$ cat src/rtl/lcb_responder.sv
// lcb_responder: LCB-side answerer for collector request frames over RS485.
// Parses 4-byte requests {addr, 8'h52, page, addr^cmd^page} from a byte
// receiver. A request for this LCB is answered, after a turnaround delay
// and a driver-enable guard time, with RESP_BYTES bytes read from the local
// sample memory starting at (page*RESP_BYTES) mod 2^ADDR_W.
//
// Optional build macro LCB_RESP_CHECKSUM_EN: append one byte holding the
// mod-256 sum of the data bytes after the last data byte.
//
// Ports:
//   clk        system clock (80 MHz)
//   rst        asynchronous reset, active-low
//   iData      received byte, qualified by the one-cycle strobe iValid
//   oTxData    byte for the UART transmitter, launched by the pulse oTxStart
//   iTxBusy    transmitter busy
//   oDirTX     RS485 driver enable; oDirRX is always its complement
//   oMemAddr   sample memory read address; iMemData is valid one cycle later
//   oBusy      high while a response is being turned around or sent
//   oReqErr    one-cycle pulse on a request with bad command or check byte
module lcb_responder #(
   parameter logic [7:0]  MY_ADDR    = 8'h01,
   parameter int unsigned RESP_BYTES = 16,
   parameter int unsigned ADDR_W     = 9,
   parameter int unsigned TURNAROUND = 100,
   parameter int unsigned DIR_GUARD  = 16,
   parameter int unsigned TIMEOUT    = 2000
) (
   input  logic              clk,
   input  logic              rst,
   input  logic [7:0]        iData,
   input  logic              iValid,
   output logic [7:0]        oTxData,
   output logic              oTxStart,
   input  logic              iTxBusy,
   output logic              oDirTX,
   output logic              oDirRX,
   output logic [ADDR_W-1:0] oMemAddr,
   input  logic [7:0]        iMemData,
   output logic              oBusy,
   output logic              oReqErr
);

   localparam logic [7:0]  CMD_READ = 8'h52;
   localparam int unsigned CNT_W    = $clog2(RESP_BYTES + 2);
   localparam int unsigned TMR_MAX0 = (TURNAROUND > DIR_GUARD) ? TURNAROUND : DIR_GUARD;
   localparam int unsigned TMR_MAX  = (TMR_MAX0 > TIMEOUT) ? TMR_MAX0 : TIMEOUT;
   localparam int unsigned TMR_W    = $clog2(TMR_MAX + 1);

   typedef enum logic [2:0] {
      IDLE,
      RX,
      TURN,
      GUARD_ON,
      FETCH,
      SEND,
      WAIT_TX,
      GUARD_OFF
   } state_t;

   state_t            state;
   logic [CNT_W-1:0]  byteCnt;
   logic [TMR_W-1:0]  tmr;
   logic [7:0]        rxAddr;
   logic [7:0]        rxCmd;
   logic [7:0]        rxPage;
   logic [ADDR_W-1:0] baseAddr;
   logic              txSeen;
`ifdef LCB_RESP_CHECKSUM_EN
   logic [7:0]        chkSum;
`endif

   logic [7:0]        chkByte;
   logic [ADDR_W-1:0] pageBase;
   logic [CNT_W-1:0]  cntNext;

   // Expected check byte, page base address and incremented byte count
   assign chkByte  = rxAddr ^ rxCmd ^ rxPage;
   assign pageBase = ADDR_W'(32'(rxPage) * RESP_BYTES);
   assign cntNext  = byteCnt + CNT_W'(1);

   // Request parser and response sequencer; all outputs registered
   always_ff @(posedge clk or negedge rst) begin
      if (!rst) begin
         state    <= IDLE;
         byteCnt  <= '0;
         tmr      <= '0;
         rxAddr   <= '0;
         rxCmd    <= '0;
         rxPage   <= '0;
         baseAddr <= '0;
         txSeen   <= 1'b0;
`ifdef LCB_RESP_CHECKSUM_EN
         chkSum   <= '0;
`endif
         oTxData  <= '0;
         oTxStart <= 1'b0;
         oDirTX   <= 1'b0;
         oDirRX   <= 1'b1;
         oMemAddr <= '0;
         oBusy    <= 1'b0;
         oReqErr  <= 1'b0;
      end else begin
         oTxStart <= 1'b0;
         oReqErr  <= 1'b0;
         case (state)
            IDLE: begin
               if (iValid) begin
                  rxAddr  <= iData;
                  byteCnt <= CNT_W'(1);
                  tmr     <= '0;
                  state   <= RX;
               end
            end

            RX: begin
               if (iValid) begin
                  tmr <= '0;
                  case (byteCnt)
                     CNT_W'(1): begin
                        rxCmd   <= iData;
                        byteCnt <= cntNext;
                     end
                     CNT_W'(2): begin
                        rxPage  <= iData;
                        byteCnt <= cntNext;
                     end
                     default: begin
                        // Fourth byte: decide on the complete frame
                        byteCnt <= '0;
                        state   <= IDLE;
                        if (rxAddr == MY_ADDR) begin
                           if (rxCmd != CMD_READ || iData != chkByte) begin
                              oReqErr <= 1'b1;
                           end else begin
                              baseAddr <= pageBase;
                              oBusy    <= 1'b1;
                              state    <= TURN;
`ifdef LCB_RESP_CHECKSUM_EN
                              chkSum   <= '0;
`endif
                           end
                        end
                     end
                  endcase
               end else if (tmr == TMR_W'(TIMEOUT - 1)) begin
                  // Inter-byte gap too long: drop the partial frame quietly
                  tmr     <= '0;
                  byteCnt <= '0;
                  state   <= IDLE;
               end else begin
                  tmr <= tmr + TMR_W'(1);
               end
            end

            TURN: begin
               if (tmr == TMR_W'(TURNAROUND - 1)) begin
                  tmr    <= '0;
                  oDirTX <= 1'b1;
                  oDirRX <= 1'b0;
                  state  <= GUARD_ON;
               end else begin
                  tmr <= tmr + TMR_W'(1);
               end
            end

            GUARD_ON: begin
               if (tmr == TMR_W'(DIR_GUARD - 1)) begin
                  tmr      <= '0;
                  oMemAddr <= baseAddr;
                  state    <= FETCH;
               end else begin
                  tmr <= tmr + TMR_W'(1);
               end
            end

            // Address was registered on the previous edge, so data is valid now
            FETCH: begin
               oTxData <= iMemData;
`ifdef LCB_RESP_CHECKSUM_EN
               chkSum  <= chkSum + iMemData;
`endif
               state   <= SEND;
            end

            SEND: begin
               if (!iTxBusy) begin
                  oTxStart <= 1'b1;
                  txSeen   <= 1'b0;
                  state    <= WAIT_TX;
               end
            end

            // A byte is done only after busy has been seen high and then low
            WAIT_TX: begin
               if (!txSeen) begin
                  txSeen <= iTxBusy;
               end else if (!iTxBusy) begin
                  txSeen  <= 1'b0;
                  byteCnt <= cntNext;
                  if (cntNext < CNT_W'(RESP_BYTES)) begin
                     oMemAddr <= oMemAddr + ADDR_W'(1);
                     state    <= FETCH;
                  end
`ifdef LCB_RESP_CHECKSUM_EN
                  else if (cntNext == CNT_W'(RESP_BYTES)) begin
                     oTxData <= chkSum;
                     state   <= SEND;
                  end
`endif
                  else begin
                     tmr   <= '0;
                     state <= GUARD_OFF;
                  end
               end
            end

            GUARD_OFF: begin
               if (tmr == TMR_W'(DIR_GUARD - 1)) begin
                  tmr     <= '0;
                  byteCnt <= '0;
                  oDirTX  <= 1'b0;
                  oDirRX  <= 1'b1;
                  oBusy   <= 1'b0;
                  state   <= IDLE;
               end else begin
                  tmr <= tmr + TMR_W'(1);
               end
            end

            default: state <= IDLE;
         endcase
      end
   end

endmodule

$ cat config.mk
export PLATFORM = sky130hd
export DESIGN_NAME = lcb_responder
export DESIGN_NICKNAME = d
export VERILOG_FILES = /design/src/rtl/lcb_responder.sv
export SDC_FILE = /design/constraint.sdc
export NUM_CORES = 1
export LEC_CHECK = 0
export CAP_MARGIN = 20
export CORE_ASPECT_RATIO = 1.25
export CORE_MARGIN = 2
export CORE_UTILIZATION = 36
export DETAILED_ROUTE_END_ITERATION = 16
export DONT_BUFFER_PORTS = 1
export PLACE_DENSITY = 0.55
export SLEW_MARGIN = 25
export SYNTH_ARGS = -nofsm -noshare
export SYNTH_HDL_FRONTEND = slang
export SYNTH_SLANG_ARGS = --single-unit
$ cat constraint.sdc
create_clock -name clk -period 2.4 [get_ports clk]
set_input_delay 0.36 -clock clk [delete_from_list [all_inputs] [get_ports clk]]
set_output_delay 0.36 -clock clk [all_outputs]
set_load 0.02 [all_outputs]
==> summary.md, run 1 <==
| Metric | Value |
|---|---|
| Post-DP HPWL | `5908 um` |
| Via-to-Cell Ratio | `5.394` |
| Post-Syn Instances | `368` |
| Met2 usage | `0.2405` |
| R2R Path End | `byteCnt[4]` |
| Crit. End Element | `flip-flop` |
| Worst path arrival time | `2480 ps` |
| Post-synthesis sequential area ratio | `0.4627` |
| Via count | `2805` |
| Share of cells above drive strength 1 | `0.2300` |
| Largest cells by area after synthesis | `dfrtp_1 (46%), mux2_2 (11%), nand2_1 (4.0%)` |
| Vias in the first global route | `2837` |
| Row count | `42` |
| TritonCTS Sinks | `71` |
| Pwr per Cell Area | `1024 nW/um2` |
| Wirelength per Cell | `16.02 um` |
| Synth Area in Adders | `0.01628` |
| Final Slew Violations | `0` |
| Die area | `11520 um2` |
| Final Critical Period | `2266 ps` |
| Met3 usage | `0.05273` |
| Die Y | `119.5 um` |
| Bufs and invs on worst path | `0` |
| First-pass GRT wire length | `13910 um` |
| M1 GR Usage | `0.2035` |
| Mux contribution to synthesized area | `0.1247` |
| I/O pin total | `42` |
| LEAKAGE | `1.888 nW` |
| Worst-path clk slew | `60 ps` |
| Sw Pwr | `1.620 mW` |
| Nets | `407` |
| Post-CTS setup buffer count | `0` |
| Top_reg_cell synth | `dfrtp_1` |
| Clk pwr share | `0.286` |
| Tot Pwr | `4.489 mW` |
| CTS HTree Levels | `3` |
| Netlist cell types | `62` |
| Core ar. | `10510 um2` |
| Top cell type's share of synthesized area | `0.4559` |
| CTS root buf | `clkbuf_16` |
| Synth Area in XOR/XNOR | `0.05243` |
| Fin area | `4382 um2` |
| Critical Path RT | `2610 ps` |
| Mapped Nets | `393` |
| Slew @ Worst Pin | `443.0 ps` |
| Clk Latency, worst-skew pair | `330 ps` |
| Antenna Nets Post-Route | `0` |
| Final non-filler cell total | `520` |
| CP startpoint kind | `flip-flop` |
| Number of flops mapped to enable cells by yosys | `0` |
| R2R setup slack | `130 ps` |
| Ys async rst share | `1.000` |
| Switching share of power | `0.3608` |
| DR pass1 iterations | `4` |
| Final wirelength | `8329 um` |
| All-Layer GR Usage | `0.1549` |
| Cell Int Power | `2.869 mW` |
| GPL Wtd Cong | `0.7851` |
| Post-DP Area | `4049 um2` |
| Hold Violations, Final | `0` |
| CTS tree | `yes` |
| Post-Syn Area per Cell | `10.44 um2` |
| Worst vdd ir | `0.5481 mV` |
| WHS Path Cells | `1` |
| RSZ-0062 raised after global routing | `false` |
| Final Skew | `7.925 ps` |
| Grt peak-use layer | `met2` |
| Hold Crit Start | `iTxBusy` |
| Total CTS buffers | `9` |
| Yosys reg bits | `71` |
| Hold Slack | `117.1 ps` |
| Power share of the combinational group | `0.294` |
| Initial antenna violation count | `1` |
| Area grow syn2layout | `14.03%` |
| Worst r2r src | `tmr[1]` |
| CP peak stage delay | `440 ps` |
| FILL cells | `1031` |
| Final setup violation count | `0` |
| Most frequent cells in the layout | `dfrtp_1 (70), nand2_1 (41), mux2_2 (39)` |
| Worst hold path type | `input port to flip-flop` |
| Reg power frac | `0.419` |
| Max-cap violations | `0` |
| Synthesized area | `3842 um2` |
| Commonest non-fill, non-tap cell in the layout | `dfrtp_1` |
| IO buf count | `0` |
| Largest area contributor in the synthesized netlist | `dfrtp_1` |
| Placed Cells | `501` |
| Rel. slew slack | `0.7016` |
| Main combinational cell family by area after synthesis | `simple AND/OR/NAND/NOR gates` |
| Drt drc | `0` |
| Gr ovfl total | `0` |
| Critical Path Fanout Max | `5` |
| Die Wd | `96.41 um` |
| Largest delay share family, worst path | `simple AND/OR/NAND/NOR gates` |
| Synth Area in Compound Gates | `0.1319` |
| Starting density of the core | `0.3656` |
| Slowest-stage cell, CP | `o41ai_4` |
| Count of warnings emitted by yosys | `0` |
| Setup_tns | `0 ps` |
| Crit share post-route | `0.9443` |
| Critical path, cell by cell | `ha_1 > nand3_1 > o41ai_4 > a21boi_2 > or3_4 > mux2_4` |
| Post-Synth Simple-Gate Area | `0.1856` |
| WHS Endpoint | `oTxStart` |
| Critical path class | `flip-flop to flip-flop` |
| Run status | `completed` |
| Initial DRC count | `137` |
| Fmax | `441.2 MHz` |
| R2R cell count | `6` |
| Pin count of the biggest net entering global routing | `72` |
| Longest Clk Path Bufs | `2` |
[power by group through the flow]
stage | Combinational, mW | Sequential (mW) | Clock [mW]
finish | 1.32 | 1.88 | 1.28
global route | 1.47 | 1.94 | 1.37
CTS | 1.33 | 1.89 | 1.33
detailed placement | 1.29 | 1.91 | 0
global placement | 1.27 | 1.90 | 0
floorplan | 1.08 | 1.81 | 0
[cells by family after synthesis]
kind of cell / after synthesis
AND/OR/NAND/NOR: 132
AO/OA/AOI/OAI: 73
flip-flops: 71
multiplexers: 42
XOR/XNOR: 23
buffers and inverters: 22
adder cells (fa/ha/maj): 5
[state kept, by name, summed over array words and instances, names as in the netlist, 3 cells and up]
register	flops
oMemAddr	9
baseAddr	5
tmr	11
rxPage	8
byteCnt	5
rxAddr	8
rxCmd	8
oTxData	8
state	3
[cell type report]
cell class,count,area (um2),area share
Tap cell,132,165.2,0.03769
Multi-Input combinational cell,275,1968,0.4492
Antenna cell,1,2.502,0.0005711
Sequential cell,71,1778,0.4058
Timing Repair Buffer,17,150.1,0.03427
Inverter,8,30.03,0.006853
Clock buffer,9,225.2,0.05140
Clock inverter,7,62.56,0.01428
[timing repair]
| item | 4_1_cts | 5_1_grt |
|---|---|---|
| endpoints found under the setup margin | 0 | 1 |
| resized for setup | 0 | 1 |
| endpoints found under the hold margin | 71 | 0 |
| hold buffers | 2 | 0 |
[cell usage after synthesis (all sizes together), types with 2 or more instances]
library cell and n:
dfrtp 70, mux2 41, nand2 41, nor2 20
xnor2 16, a31oi 13, nand3 12, o21ai 12
clkbuf 11, a21oi 10, o211ai 9, inv 8
nor2b 8, nor3 8, o22ai 8, and3 7
xor2 7, ha 5, a21boi 4, and2 4
nand4 4, nor4 4, or4 4, buf 3
nand2b 3, o41ai 3, or2 3, or3 3
a22oi 2, and4 2, nor3b 2, nor4b 2
o31ai 2
[metrics by stage]
step	util	setup WS, ps
2_1_floorplan	-	194.6
3_3_place_gp	0.3852	159.3
3_5_place_dp	0.3852	126.8
4_1_cts	0.4162	110.4
5_1_grt	0.4169	15.45
6_report	0.4169	133.7
[worst max-delay path by stage]
stage | endpoint | depth (start not counted) | start
6_report | byteCnt[4] | 6 | tmr[1]
4_1_cts | state[0] | 6 | tmr[1]
3_5_place_dp | state[0] | 6 | tmr[1]
5_1_grt | state[0] | 6 | tmr[0]
3_3_place_gp | state[0] | 6 | tmr[0]
2_1_floorplan | state[0] | 6 | tmr[0]
[layer usage]
metal / routed length, um / part of all wire / up-vias
met5: 0 / 0 / -
met2: 4058 / 0.49 / 42
li1: - / - / 1368
met1: 3799 / 0.46 / 1387
met4: 112 / 0.013 / 0
met3: 358 / 0.043 / 8
No activity file was read; power rests on OpenSTA's default activity.
==> run 2, diff against run 1 <==
CORE_MARGIN = not set   (was 2)
==> summary.md, run 2 (same netlist as run 1, synthesis figures left out) <==
| Metric | Value |
|---|---|
| Fin area | `4370 um2` |
| Max reg flops | `11` |
| Wirelength per Cell | `16.41 um` |
| Hold Slack | `112.4 ps` |
| Slowest-stage cell, CP | `or4_4` |
| Die Wd | `94.41 um` |
| Rel. slew slack | `0.7168` |
| Nets | `406` |
| Die Y | `117.5 um` |
| Pin count of the biggest net entering global routing | `72` |
| CTS HTree Levels | `3` |
| CP peak stage delay | `590 ps` |
| All-Layer GR Usage | `0.1615` |
| Worst path arrival time | `2510 ps` |
| Worst hold path type | `input port to flip-flop` |
| Pwr per Cell Area | `1029 nW/um2` |
| Clk Latency, worst-skew pair | `340 ps` |
| Row count | `41` |
| Area grow syn2layout | `13.74%` |
| Most frequent cells in the layout | `dfrtp_1 (70), nand2_1 (41), mux2_2 (39)` |
| Via-to-Cell Ratio | `5.536` |
| CP startpoint kind | `flip-flop` |
| GPL Wtd Cong | `0.7993` |
| Final Critical Period | `2293 ps` |
| RSZ-0062 raised after global routing | `false` |
| Hold Violations, Final | `0` |
| Pre-CTS setup slack | `83.02 ps` |
| Critical path, cell by cell | `or4_4 > o41ai_4 > a21boi_2 > or3_4 > mux2_4` |
| FILL cells | `1000` |
| Final WS setup | `107.2 ps` |
| LEAKAGE | `1.883 nW` |
| Layout Utilization | `0.4260` |
| Post-CTS setup buffer count | `0` |
| Via count | `2851` |
| Post-DP Area | `4038 um2` |
| Bufs and invs on worst path | `0` |
| Vias in the first global route | `2752` |
| Total CTS buffers | `9` |
| Post-DP HPWL | `5897 um` |
| Initial DRC count | `161` |
| Critical Path Fanout Max | `7` |
| Worst vdd ir | `0.6113 mV` |
| Placed Cells | `497` |
| Worst-path clk slew | `60 ps` |
| Initial antenna violation count | `0` |
| Final Skew | `6.851 ps` |
| Final Slew Violations | `0` |
| First-pass GRT wire length | `13940 um` |
| Drt drc | `0` |
| Diodes inserted | `0` |
| Fmax | `436.1 MHz` |
| Critical path class | `flip-flop to flip-flop` |
| Final setup violation count | `0` |
| Max-cap violations | `0` |
| Setup_tns | `0 ps` |
| Starting density of the core | `0.3745` |
| CTS tree | `yes` |
| TritonCTS Sinks | `71` |
| Run status | `completed` |
| Biggest register | `tmr` |
| IO buf count | `0` |
| Final wirelength | `8449 um` |
| Share of cells above drive strength 1 | `0.2306` |
| Crit share post-route | `0.9553` |
| Largest delay share family, worst path | `simple AND/OR/NAND/NOR gates` |
| Gr ovfl total | `0` |
| Antenna Nets Post-Route | `0` |
| CTS root buf | `clkbuf_16` |
| Critical Path RT | `2620 ps` |
| Tot Pwr | `4.496 mW` |
| Core ar. | `10260 um2` |
| Commonest non-fill, non-tap cell in the layout | `dfrtp_1` |
| Top flop regs | `tmr (11), oMemAddr (9)` |
| Die area | `11090 um2` |
| Slew @ Worst Pin | `420.4 ps` |
| Longest Clk Path Bufs | `2` |
| I/O pin total | `42` |
| DR pass1 iterations | `4` |
| Final non-filler cell total | `515` |
| Crit. End Element | `flip-flop` |
==> run 2: cell types whose count changed in the layout (fill, tap and decap cells not counted), sizes merged <==
cell | previous run | this run
diode | 1 | 0
buf | 16 | 15
==> run 2: power breakdown <==
| group | internal, mW | switching (mW) |
|---|---|---|
| sequential | 1.49 | 0.423 |
| combinational | 0.645 | 0.646 |
| clock | 0.721 | 0.569 |
| total | 2.86 | 1.64 |
==> run 2: metal layers <==
metal	vias to the layer above	track usage	wire [um]	share of wire
li1	1379	-	-	-
met1	1398	0.2041	3834	0.45
met2	63	0.2591	4069	0.48
met3	11	0.04845	420	0.050
met4	0	0.05481	125	0.015
met5	-	0	0	0
==> run 2: path summary, 6_finish.rpt <==
kind | from | to | slack [ps] | depth (start not counted)
setup / recovery | tmr[8] | byteCnt[4] | 110 | 5
hold / removal | iTxBusy | oTxStart | 110 | 1
setup reg to reg | tmr[8] | byteCnt[4] | 110 | 5
hold reg to reg | tmr[1] | tmr[1] | 500 | 2
max in group asynchronous | rst | oDirRX | 1480 | 2
min in group asynchronous | rst | state[1] | 600 | 2
==> run 2: cell type report <==
class	count	area, um2	share of cell area
clock inverters	7	62.56	0.01431
well taps	129	161.4	0.03693
clock buffers	9	225.2	0.05153
multi-input cells	275	1971	0.4509
flip-flops and latches	71	1778	0.4068
inverters	8	30.03	0.006871
repair buffers	16	142.6	0.03264
==> run 2: what timing repair did <==
action | CTS | global route
hold endpoints to repair | 71 | 0
endpoints found under the setup margin | 0 | 2
resized for setup | 0 | 2
hold buffers | 2 | 0
==> run 3, diff against run 2 <==
CELL_PAD_IN_SITES_DETAIL_PLACEMENT = 1   (was not set)
CELL_PAD_IN_SITES_GLOBAL_PLACEMENT = 1   (was not set)
PLACE_DENSITY = 0.65   (was 0.55)
==> summary.md, run 3 (same netlist as run 1, synthesis figures left out) <==
| Metric | Value |
|---|---|
| Max-cap violations | `0` |
| Pre-CTS setup slack | `96.18 ps` |
| GPL Wtd Cong | `0.7789` |
| Final WS setup | `109.3 ps` |
| Final Critical Period | `2291 ps` |
| Critical path class | `flip-flop to flip-flop` |
| Diodes inserted | `0` |
| CTS HTree Levels | `3` |
| Cell Int Power | `2.864 mW` |
| Most frequent cells in the layout | `dfrtp_1 (70), nand2_1 (41), mux2_2 (39)` |
| Largest delay share family, worst path | `simple AND/OR/NAND/NOR gates` |
| RSZ-0062 raised after global routing | `false` |
| Vias in the first global route | `3179` |
| LEAKAGE | `1.894 nW` |
| Antenna Nets Post-Route | `0` |
| Initial antenna violation count | `0` |
| Final wirelength | `9211 um` |
| Initial DRC count | `168` |
| Critical path, cell by cell | `or4_4 > o41ai_4 > a21boi_2 > or3_4 > mux2_4` |
| I/O pin total | `42` |
| Area grow syn2layout | `14.13%` |
| Setup_tns | `0 ps` |
| Bufs and invs on worst path | `0` |
| Die area | `11090 um2` |
| Post-DP HPWL | `6512 um` |
| Total CTS buffers | `9` |
| Fmax | `436.6 MHz` |
| Via-to-Cell Ratio | `5.593` |
| All-Layer GR Usage | `0.1861` |
| Longest Clk Path Bufs | `2` |
| Pwr per Cell Area | `1036 nW/um2` |
| Worst path arrival time | `2510 ps` |
| FILL cells | `1136` |
| Core ar. | `10260 um2` |
| Reg power frac | `0.416` |
| Gr ovfl total | `0` |
| Drt drc | `0` |
| Via count | `2886` |
| Power share of the combinational group | `0.294` |
| Wirelength per Cell | `17.85 um` |
| Max reg flops | `11` |
| Post-CTS setup buffer count | `0` |
| Sw Pwr | `1.680 mW` |
| Switching share of power | `0.3697` |
| Crit share post-route | `0.9544` |
| Hold Violations, Final | `0` |
| Worst vdd ir | `0.4863 mV` |
| Die Wd | `94.41 um` |
| Starting density of the core | `0.3745` |
| CTS root buf | `clkbuf_16` |
| Worst hold path type | `input port to flip-flop` |
| Share of cells above drive strength 1 | `0.2351` |
| Critical Path RT | `2620 ps` |
| IO buf count | `0` |
| CTS tree | `yes` |
| First-pass GRT wire length | `16010 um` |
| Final setup violation count | `0` |
| Worst-path clk slew | `70 ps` |
| Final Skew | `7.316 ps` |
| Run status | `completed` |
| Clk pwr share | `0.289` |
| Nets | `407` |
| Die Y | `117.5 um` |
| CP startpoint kind | `flip-flop` |
| Top flop regs | `tmr (11), oMemAddr (9)` |
| Slowest-stage cell, CP | `or4_4` |
| Commonest non-fill, non-tap cell in the layout | `dfrtp_1` |
| Rel. slew slack | `0.6469` |
| CP peak stage delay | `600 ps` |
| Row count | `41` |
| Final Slew Violations | `0` |
| Biggest register | `tmr` |
| Pin count of the biggest net entering global routing | `72` |
| TritonCTS Sinks | `71` |
| Critical Path Fanout Max | `7` |
| Crit. End Element | `flip-flop` |
| Clk Latency, worst-skew pair | `340 ps` |
| Slew @ Worst Pin | `522.3 ps` |
| DR pass1 iterations | `4` |
==> run 3: cell types whose count changed in the layout (fill, tap and decap cells not counted), sizes merged <==
cell      previous run  this run
clkinv               0         2
buf                 15        16
clkinvlp             3         1
==> run 3: cell type report <==
type,instances,area [um2],share of cell area
Multi-Input combinational cell,275,1976,0.4505
Clock inverter,7,65.06,0.01484
Clock buffer,9,225.2,0.05136
Sequential cell,71,1778,0.4054
Inverter,8,30.03,0.006847
Timing Repair Buffer,17,150.1,0.03424
Tap cell,129,161.4,0.03680
==> run 3: metal layers <==
layer,track usage,vias up,wire [um]
met5,0,-,0
met4,0.06731,0,139
met3,0.04522,11,333
met2,0.3098,39,4710
met1,0.2303,1460,4027
li1,-,1376,-
==> run 3: per-stage QoR <==
| step | hold slack (ps) | area, um2 | util | power (mW) | std cells |
|---|---|---|---|---|---|
| 2_1_floorplan | 64.41 | 3842 | - | 2.896 | 368 |
| 3_3_place_gp | 66.30 | 4045 | 0.3943 | 3.169 | 498 |
| 3_5_place_dp | 66.25 | 4045 | 0.3943 | 3.226 | 498 |
| 4_1_cts | 94.98 | 4373 | 0.4262 | 4.594 | 516 |
| 5_1_grt | 97.87 | 4385 | 0.4274 | 4.854 | 516 |
| 6_report | 102.7 | 4385 | 0.4274 | 4.544 | 516 |
==> run 3: worst paths after layout <==
check,slack (ps),endpoint,start,cells past startpoint
worst max-delay path,110,byteCnt[1],tmr[8],5
worst min-delay path,100,oTxStart,iTxBusy,1
worst max register to register,110,byteCnt[1],tmr[8],5
worst min register to register,510,rxCmd[0],rxCmd[0],1
max in group asynchronous,1500,oReqErr,rst,2
min in group asynchronous,550,tmr[4],rst,2
==> run 3: worst register-to-register path: stages, from the launching register on <==
cell and delay [ps]:
dfrtp_1 450, or4_4 600, o41ai_4 280, a21boi_2 130
or3_4 410, mux2_4 310
==> run 3: power by group through the flow <==
stage                     registers, mW  logic [mW]  clock network (mW)
after floorplan                    1.81        1.08                   0
after global placement             1.90        1.27                   0
after detailed placement           1.92        1.31                   0
after CTS                          1.89        1.35                1.35
after global routing               1.94        1.51                1.40
final                              1.89        1.34                1.32
==> run 3: what timing repair did <==
action | in CTS | in global routing
endpoints found under the hold margin | 71 | 0
setup endpoints to repair | 0 | 3
gates resized for setup | 0 | 3
hold buffers | 2 | 0
==> variant 1 (settings of run 3) <==
The 8 states of `state_t` get a one-hot encoding in 8 bits.
--- a/src/rtl/lcb_responder.sv
+++ b/src/rtl/lcb_responder.sv
@@ -47,13 +47,13 @@
    localparam int unsigned TMR_W    = $clog2(TMR_MAX + 1);
 
-   typedef enum logic [2:0] {
-      IDLE,
-      RX,
-      TURN,
-      GUARD_ON,
-      FETCH,
-      SEND,
-      WAIT_TX,
-      GUARD_OFF
+   typedef enum logic [7:0] {
+      IDLE      = 8'b00000001,
+      RX        = 8'b00000010,
+      TURN      = 8'b00000100,
+      GUARD_ON  = 8'b00001000,
+      FETCH     = 8'b00010000,
+      SEND      = 8'b00100000,
+      WAIT_TX   = 8'b01000000,
+      GUARD_OFF = 8'b10000000
    } state_t;
 
Behaviour: same outputs for any inputs over 10 cycles, from zero or initial values and one cycle with rst low; not proved beyond that.
==> variant 1 against run 3 <==
Total power grew 4.1%; global-route usage is 0.10 points higher; wire length is 5.9% higher; sequential cell count rose by 5; final area is 6.9% higher; die area rose by 3.7%; setup slack lost 0.011 ns; synthesized area rose by 3.7%.
==> variant 1: results (changes against run 3) <==
status completed; Cells after DPL 513 (+3.0%); relative slew slack 69.20% (+4.5 points); Min-Delay Endpoint state[0]; FF-to-FF path depth 6 (+1); GPL Wtd Cong 0.7669 (-1.5%); Synth area leaders dfrtp_1 (46%), mux2_2 (9.0%), xnor2_1 (3.5%); CP required 2.65 ns (+0.03 ns); HPWL after detailed placement 6.994 mm (+7.4%); hold_sp iValid; Crit Path Max Fanout 8 (+1); vias in the first global route 3264 (+2.7%); gr usage total 18.72% (+0.10 points); Synth Area in Adders 1.569% (-0.059 points); largest net degree at the start of global routing 77 (+6.9%); RR Startpoint tmr[9]; FF-to-FF End byteCnt[3]; drt initial violations 124 (-26%); Post-Syn Nets 390 (-0.76%); Leak 2.036 nW (+7.5%); compound-cell area share of the yosys netlist 11.86% (-1.3 points); Syn Inst Count 365 (-0.82%); most instantiated cells after synthesis dfrtp_1 (74), mux2_2 (32), nand2_1 (23), nor2_1 (20), a21oi_1 (19); clk_skew 0.005929 ns (-0.001387 ns); WL final 9.751 mm (+5.9%)
## variant 1: per-stage QoR
stage | utilization, % | setup TNS (ns) | cell area [µm²] | hold WS, ns | worst slack [ns]
after global placement | 40.27 | 0 | 4295 | 0.06683 | 0.07444
after floorplan | - | 0 | 3986 | 0.06441 | 0.1646
after detailed placement | 40.27 | 0 | 4295 | 0.06614 | 0.04082
after CTS | 43.69 | 0 | 4661 | 0.06798 | 0.03622
after global routing | 43.96 | -0.005496 | 4690 | 0.07748 | -0.005496
final | 43.96 | 0 | 4690 | 0.08168 | 0.09829
## variant 1: layer usage
metal  vias to the layer above  part of all wire, %  global-route usage, %
li1                       1411                    -                      -
met1                      1518                   45                  23.28
met2                        47                   50                  31.03
met3                        14                  3.5                  4.309
met4                         0                  1.7                  7.090
met5                         -                    0                      0
## variant 1: cells by family (layout without fill, tap and decap cells)
kind of cell | Yosys count | in the layout
xor gates and xnor gates | 24 | 24
buffers and inverters | 17 | 53
DFF | 76 | 76
muxes | 38 | 38
AOI/OAI and AO/OA | 73 | 73
and+or+nand+nor | 132 | 132
adders and majority gates | 5 | 5
## variant 1: worst max-delay path by stage
stage,startpoint,endpoint,slack [ns],depth (start not counted)
2_1_floorplan,tmr[0],baseAddr[4],0.16,7
3_3_place_gp,tmr[9],oMemAddr[8],0.07,6
3_5_place_dp,tmr[9],oMemAddr[8],0.04,6
4_1_cts,tmr[9],oMemAddr[8],0.04,6
5_1_grt,tmr[9],byteCnt[3],-0.005,6
6_report,tmr[9],byteCnt[3],0.1,6
## variant 1: final cells by class
cell class,count,area (µm²)
Tap cell,132,165.2
Multi-Input combinational cell,272,2009
Clock buffer,11,242.7
Clock inverter,5,85.08
Timing Repair Buffer,29,252.7
Sequential cell,76,1904
Inverter,8,30.03
Fill cell,1160,5978
## variant 1: power breakdown
| part | switching [W] | total (W) | internal [W] | leakage [nW] |
|---|---|---|---|---|
| combinational | 0.000757 | 0.00147 | 0.000709 | 0.907 |
| clock | 0.000538 | 0.00148 | 0.000943 | 0.156 |
| sequential | 0.000249 | 0.00179 | 0.00154 | 0.973 |
| total | 0.00154 | 0.00473 | 0.00319 | 2.04 |
## variant 1: worst register-to-register path, delay by kind of cell (launching register included)
kind	cells	cell delay, ns
flops	1	0.43
simple gates	5	1.62
compound gates	1	0.17
## variant 1: what timing repair did
action | 4_1_cts | 5_1_grt
endpoints found under the setup margin | 0 | 18
hold buffers | 2 | 0
setup buffers | 0 | 2
gates resized for setup | 0 | 4
endpoints found under the hold margin | 76 | 0
==> variant 2 (config.mk and constraints of run 3) <==
Made on the original files. Set the parameter `TIMEOUT` to 4000 (it was 2000).
--- a/src/rtl/lcb_responder.sv
+++ b/src/rtl/lcb_responder.sv
@@ -24,5 +24,5 @@
    parameter int unsigned TURNAROUND = 100,
    parameter int unsigned DIR_GUARD  = 16,
-   parameter int unsigned TIMEOUT    = 2000
+   parameter int unsigned TIMEOUT    = 4000
 ) (
    input  logic              clk,
Formal check against the unedited RTL: same outputs for any inputs over 10 cycles, from zero or initial values and one cycle with rst low; that may be too few to reach the edited logic, so the function may still have changed.
==> variant 2 against run 3 <==
Final area down 0.60%; clock power grew 12%; core utilization about the same; total power grew 13%; cell count fell by 2.5%; first-iteration DRC count decreased by 52%; sequential cell count up 1; setup slack improved by 0.12 ns; synthesized area is 0.33% lower; wire length up 2.6%; critical path type unchanged.
==> variant 2: results (changes against run 3) <==
drt initial violations 81 (-52%); Syn Inst Count 361 (-1.9%); vias in the first global route 3058 (-3.8%); metal2 WL 4.787 mm (+1.6%); Max VDD drop 0.4408 mV (-9.3%); GPL Wtd Cong 0.7379 (-5.3%); largest net degree at the start of global routing 73 (+1.4%); xor and xnor area share after synthesis 5.227% (-0.016 points); hold_sp iMemData[7]; worst stage delay on the critical path 0.41 ns (-0.19 ns); final non-filler cell total 503 (-2.5%); sequential fraction of the synthesis area 47.08% (+0.80 points); Metal-1 WL 4.262 mm (+5.8%); clk_skew 0.007898 ns (+0.0005819 ns); FF-to-FF End byteCnt[2]; compound-cell area share of the yosys netlist 15.00% (+1.8 points); Routed WL per cell 18.79 µm (+5.2%); crit path DAT 2.39 ns (-0.12 ns); DP Area 3990 µm² (-1.4%); Cells after DPL 485 (-2.6%); gr usage total 18.34% (-0.27 points); Leak 1.945 nW (+2.7%); Post-Syn Nets 386 (-1.8%); worst slew pin tran 0.5461 ns (+0.02376 ns); first-pass GRT wire length 15.72 mm (-1.8%); M3 GR Usage 4.345% (-0.18 points); HPWL after detailed placement 6.637 mm (+1.9%); Min-Delay Endpoint oTxData[7]; Synth Area in Adders 1.633% (+0.0053 points); Synth area leaders dfrtp_1 (46%), mux2_2 (11%), o21ai_0 (3.3%); status completed; met2 Track Usage GR 30.57% (-0.41 points)
[variant 2: report_power, final]
part	internal [W]	switching, W	total [W]
Combinational	0.000749	0.000935	0.00168
Clock	0.000942	0.000538	0.00148
Sequential	0.00152	0.000467	0.00199
[variant 2: worst max-delay path by stage]
stage | start | end | slack [ns] | cells past startpoint
floorplan | byteCnt[0] | byteCnt[2] | 0.48 | 7
global placement | byteCnt[0] | byteCnt[2] | 0.32 | 7
detailed placement | byteCnt[0] | byteCnt[2] | 0.25 | 7
CTS | byteCnt[0] | byteCnt[2] | 0.24 | 7
global route | byteCnt[0] | byteCnt[2] | 0.11 | 7
finish | byteCnt[0] | byteCnt[2] | 0.23 | 7
[variant 2: layout make-up]
class / instances / area [µm²]
Fill cell: 1116 / 5849
Multi-Input combinational cell: 263 / 1917
Sequential cell: 72 / 1803
Clock buffer: 10 / 239.0
Tap cell: 129 / 161.4
Timing Repair Buffer: 10 / 97.59
Clock inverter: 6 / 92.59
Inverter: 13 / 48.80
